### src/rtl/pattern_detector.sv
// Purpose: serial bit-pattern detector; a match raises 'out' for HOLD_CYCLES cycles (optional macro PATTERN_RETRIGGER_EN).
// Latency: 'out' rises on the edge that samples the final pattern bit and is a registered flag.
// Backpressure: none; 'sig' is sampled every rising edge and the hold window runs independently.
module pattern_detector #(
  parameter int                     PATTERN_LEN = 4,
  parameter logic [PATTERN_LEN-1:0] PATTERN     = 4'b1001,
  parameter int                     HOLD_CYCLES = 16
) (
  input  logic clk,
  input  logic rst,
  input  logic sig,
  output logic out
);

  typedef enum logic {IDLE, HOLD} state_t;

  localparam int CNT_W  = $clog2(HOLD_CYCLES) + 1;
  localparam int FILL_W = $clog2(PATTERN_LEN + 1);

  localparam logic [CNT_W-1:0]  CNT_LOAD = CNT_W'(HOLD_CYCLES - 1);
  localparam logic [FILL_W-1:0] FILL_MAX = FILL_W'(PATTERN_LEN);
  localparam logic [FILL_W-1:0] FILL_ARM = FILL_W'(PATTERN_LEN - 1);

`ifdef PATTERN_RETRIGGER_EN
  localparam bit RETRIGGER = 1'b1;
`else
  localparam bit RETRIGGER = 1'b0;
`endif

  // Only the newest PATTERN_LEN-1 samples need storing: the current 'sig'
  // completes the window, and the oldest sample drops out on the same edge.
  logic [PATTERN_LEN-2:0] hist;
  logic [PATTERN_LEN-1:0] window;
  logic [FILL_W-1:0]      fill;
  logic [CNT_W-1:0]       cnt;
  logic [CNT_W-1:0]       cnt_nxt;
  state_t                 state;
  state_t                 state_nxt;
  logic                   match;

  assign window = {hist, sig};
  // Require a full window of real samples so reset zeros never form a match.
  assign match  = (window == PATTERN) && (fill >= FILL_ARM);

  // Shift in the new sample and count samples since reset (saturating).
  always_ff @(posedge clk or negedge rst) begin
    if (!rst) begin
      hist <= '0;
      fill <= '0;
    end else begin
      hist <= window[PATTERN_LEN-2:0];
      if (fill != FILL_MAX) fill <= fill + 1'b1;
    end
  end

  // Hold-window state and countdown registers.
  always_ff @(posedge clk or negedge rst) begin
    if (!rst) begin
      state <= IDLE;
      cnt   <= '0;
    end else begin
      state <= state_nxt;
      cnt   <= cnt_nxt;
    end
  end

  // Open the window on a match, count it down, optionally re-arm on a new match.
  always_comb begin
    state_nxt = state;
    cnt_nxt   = cnt;
    case (state)
      IDLE: begin
        if (match) begin
          state_nxt = HOLD;
          cnt_nxt   = CNT_LOAD;
        end
      end
      HOLD: begin
        if (RETRIGGER && match) begin
          cnt_nxt = CNT_LOAD;
        end else if (cnt != '0) begin
          cnt_nxt = cnt - 1'b1;
        end else begin
          state_nxt = IDLE;
        end
      end
    endcase
  end

  assign out = (state == HOLD);

endmodule

### config.mk
export PLATFORM = sky130hd
export DESIGN_NAME = pattern_detector
export DESIGN_NICKNAME = d
export VERILOG_FILES = /design/src/rtl/pattern_detector.sv
export SDC_FILE = /design/constraint.sdc
export NUM_CORES = 1
export LEC_CHECK = 0
export CORE_AREA = 3 3 40 42
export CTS_BUF_LIST = sky130_fd_sc_hd__clkbuf_16
export CTS_CLUSTER_SIZE = 8
export DETAILED_ROUTE_END_ITERATION = 6
export DIE_AREA = 0 0 43 45
export GPL_TIMING_DRIVEN = 0
export RECOVER_POWER = 50
export SLEW_MARGIN = 20
export SYNTH_ARGS = -nofsm -noshare
export SYNTH_HDL_FRONTEND = slang
export SYNTH_SLANG_ARGS = --single-unit
### constraint.sdc
create_clock -name clk -period 1.92 [get_ports clk]
set_input_delay 0.192 -clock clk [delete_from_list [all_inputs] [get_ports clk]]
set_output_delay 0.192 -clock clk [all_outputs]
set_load 0.05 [all_outputs]
==> summary.md <==
| Metric | Value |
|---|---|
| Post-synthesis cell type count | `20` |
| Worst setup margin | `225.9 ps` |
| Run status | `finished, final reports clean` |
| Ordered list of cells on the worst path | `inv_1 -> ha_1 -> or4b_4 -> a32oi_2 -> a221oi_1` |
| Global-route wire length before repair | `1552 um` |
| DPL Wire Length | `650.6 um` |
| Worst hold-check slack | `384.0 ps` |
| IO buf count | `3` |
| Initial drt markers | `2` |
| Clock Sink Count | `12` |
| Maximum number of pins on one net before global-route repair | `13` |
| Setup repair after global routing missed its margin | `false` |
| Number of maximum-capacitance violations | `0` |
| Worst slack at placement | `228.3 ps` |
| Vias per std cell | `around 5.2` |
| Post-synthesis cell type with the largest combined area | `dfrtp_1` |
| Post-synthesis async set-or-reset flop share | `between 90% and 100%` |
| Most frequent standard cell in the layout excluding fill and tap cells | `dfrtp_1` |
| Wire length per cell | `12.68 um` |
| Relative slew slack | `63.61%` |
| Final #Nets | `63` |
| Diodes inserted | `0` |
| Critical path data required time | `2020 ps` |
| Synthesis-stage register bit count | `12` |
| RD Place Congestion | `0.7502` |
| Top cell type's share of synthesized area | `54.42%` |
| Dominant cells by area after synthesis | `dfrtp_1 54%, ha_1 9.1%, inv_1 5.4%` |
| Dominant delay contributor by cell family on the critical path | `simple AND/OR/NAND/NOR gates` |
| Post-CTS sizing | `0` |
| Nature of the critical path startpoint | `register` |
| Post-synthesis average cell area | `11.50 um^2` |
| Highest-delay cell along the critical path | `or4b_4` |
| Antenna violations before repair | `0` |
| YS warnings | `0` |
| Clock insertion delay at the later pin of the skew report | `230 ps` |
| CTS Buffer Depth | `2` |
| Critical path start-end classification | `reg -> reg` |
| Overall die width | `43 um` |
| Highest-count cells in the layout ignoring fill and taps | `12 x dfrtp_1, 8 x inv_1, 5 x nand2_1` |
| Post-CTS Setup Bufs | `0` |
| Number of buffers and inverters on the critical path | `1` |
| CP endpoint kind | `register` |
| TritonCTS clock tree | `yes` |
| Hold-fix buffers, CTS | `0` |
| Mapped cell area | `approximately 550 um^2` |
| Final Hold Viols | `0` |
| Portion of the clock cycle consumed by the worst path in the final layout | `88.23%` |
| Number of H-tree levels | `1` |
| Slew of the pin with the lowest slew margin | `544.1 ps` |
| Vias in the first global route | `roughly 350` |
| First-pass iteration count of the detailed router | `2` |
| Number of buffers created by CTS | `3` |
| Layout-stage area growth over the synthesis result | `22.45%` |
| Period minus WS final | `1694 ps` |
| Placed cell area | `600.6 um^2` |
| Number of placement rows | `13` |
| Post-route clock skew | `between 2 and 2.5 ps` |
| Std-Cell Core Area | `roughly 1300 um^2` |
| DIE HEIGHT | `45 um` |
| Post-layout power | `0.9836 mW` |
| Worst min path class | `in -> async` |
| Number of routed nets with antenna violations | `0` |
| Clock transition at path regs | `40 ps` |
| Post-Layout Inst Area | `675.6 um^2` |
| # fillers | `120` |
| Most frequently used flop master after synthesis | `dfrtp_1` |
| TNS Setup | `0 ps` |
| Share of post-route cells with drive strength above 1 | `12.96%` |
| Number of enable-type register cells in the synthesized netlist | `0` |
| Critical path data arrival time | `1800 ps` |
| Power Density | `1456 nW/um^2` |
| Max Transition Viols Final | `0` |
| Total global-route track usage | `11.00%` |
| Worst-path maximum fanout | `4` |
| Clock Tree Root | `clkbuf_16` |
| Area of the multi-input gates | `216.5 um^2` |
| Storage cell area | `300.3 um^2` |
| Reported leakage power | `0.3251 nW` |
| Number of remaining DRC errors | `0` |
| Initial standard-cell utilization of the core | `42.94%` |
| # setup viols final | `0` |
| Net count after synthesis | `55` |
| Wirelength, routed | `about 900 um` |
| Max IR drop VDD | `786.1 uV` |
| Die outline area | `a little under 2000 um^2` |
| DR vias | `360` |
| Total global routing overflow | `0` |
| Portion of the post-synthesis area used by sequential elements | `54.42%` |
| Gate count of the mapped netlist | `48` |
| IO Pins | `4` |
| CP peak stage delay | `500 ps` |
| Fmax achieved | `approximately 590 MHz` |
-- cells in the mapped netlist, drive strengths merged (2+ instances only) --
| cell type | n |
|---|---|
| o311a | 2 |
| ha | 4 |
| nor2 | 2 |
| nand2 | 5 |
| dfrtp | 12 |
| inv | 8 |
| a32oi | 2 |
| a21oi | 2 |
-- cell type report --
cell class	count	area share, %
Timing Repair Buffer	3	4.444
Multi-Input combinational cell	27	32.04
Buffer	1	0.7407
Tap cell	15	2.778
Sequential cell	12	44.44
Clock buffer	3	11.11
Inverter	8	4.444
-- final timing paths --
kind	slack, ps	startpoint	cells after the start	endpoint
max	230	cnt[0]$_DFFE_PN0P_	5	cnt[2]$_DFFE_PN0P_
min	380	rst	1	hist[2]$_DFF_PN0_
max reg2reg	230	cnt[0]$_DFFE_PN0P_	5	cnt[2]$_DFFE_PN0P_
min reg2reg	380	hist[0]$_DFF_PN0_	0	hist[1]$_DFF_PN0_
max in group asynchronous	1170	rst	1	cnt[0]$_DFFE_PN0P_
min in group clk	380	hist[0]$_DFF_PN0_	0	hist[1]$_DFF_PN0_
-- sequential cells by signal, summed over array words and instances, names as in the netlist --
signal  cells
cnt         5
out         1
fill        3
hist        3
-- routing by layer --
metal | global-route usage (%) | routed length, um
met1 | 15.91 | 498
met2 | 13.77 | 354
met3 | 5.976 | 22
met4 | 3.614 | 0
met5 | 0 | 0
-- metrics by stage --
step | utilization [%] | cells
after global routing | 52.58 | 69
after floorplan | - | 48
after detailed placement | 46.74 | 66
after CTS | 52.58 | 69
after global placement | 46.74 | 66
final | 52.58 | 69
-- power breakdown --
group | internal, mW | leakage, nW | total, mW | switching [mW]
clock network | 0.270 | 0.0370 | 0.364 | 0.0940
logic | 0.106 | 0.148 | 0.262 | 0.157
registers | 0.308 | 0.140 | 0.357 | 0.0492
total | 0.684 | 0.325 | 0.984 | 0.300
-- logic make-up after synthesis --
| logic type | share of synthesized area (%) |
|---|---|
| compound gates | 15.42 |
| buf+inv | 6.349 |
| simple gates | 13.15 |
| xor+xnor | 1.588 |
| fa+ha+maj | 9.071 |
| flops | 54.42 |
(Power assumes the default switching activity.)
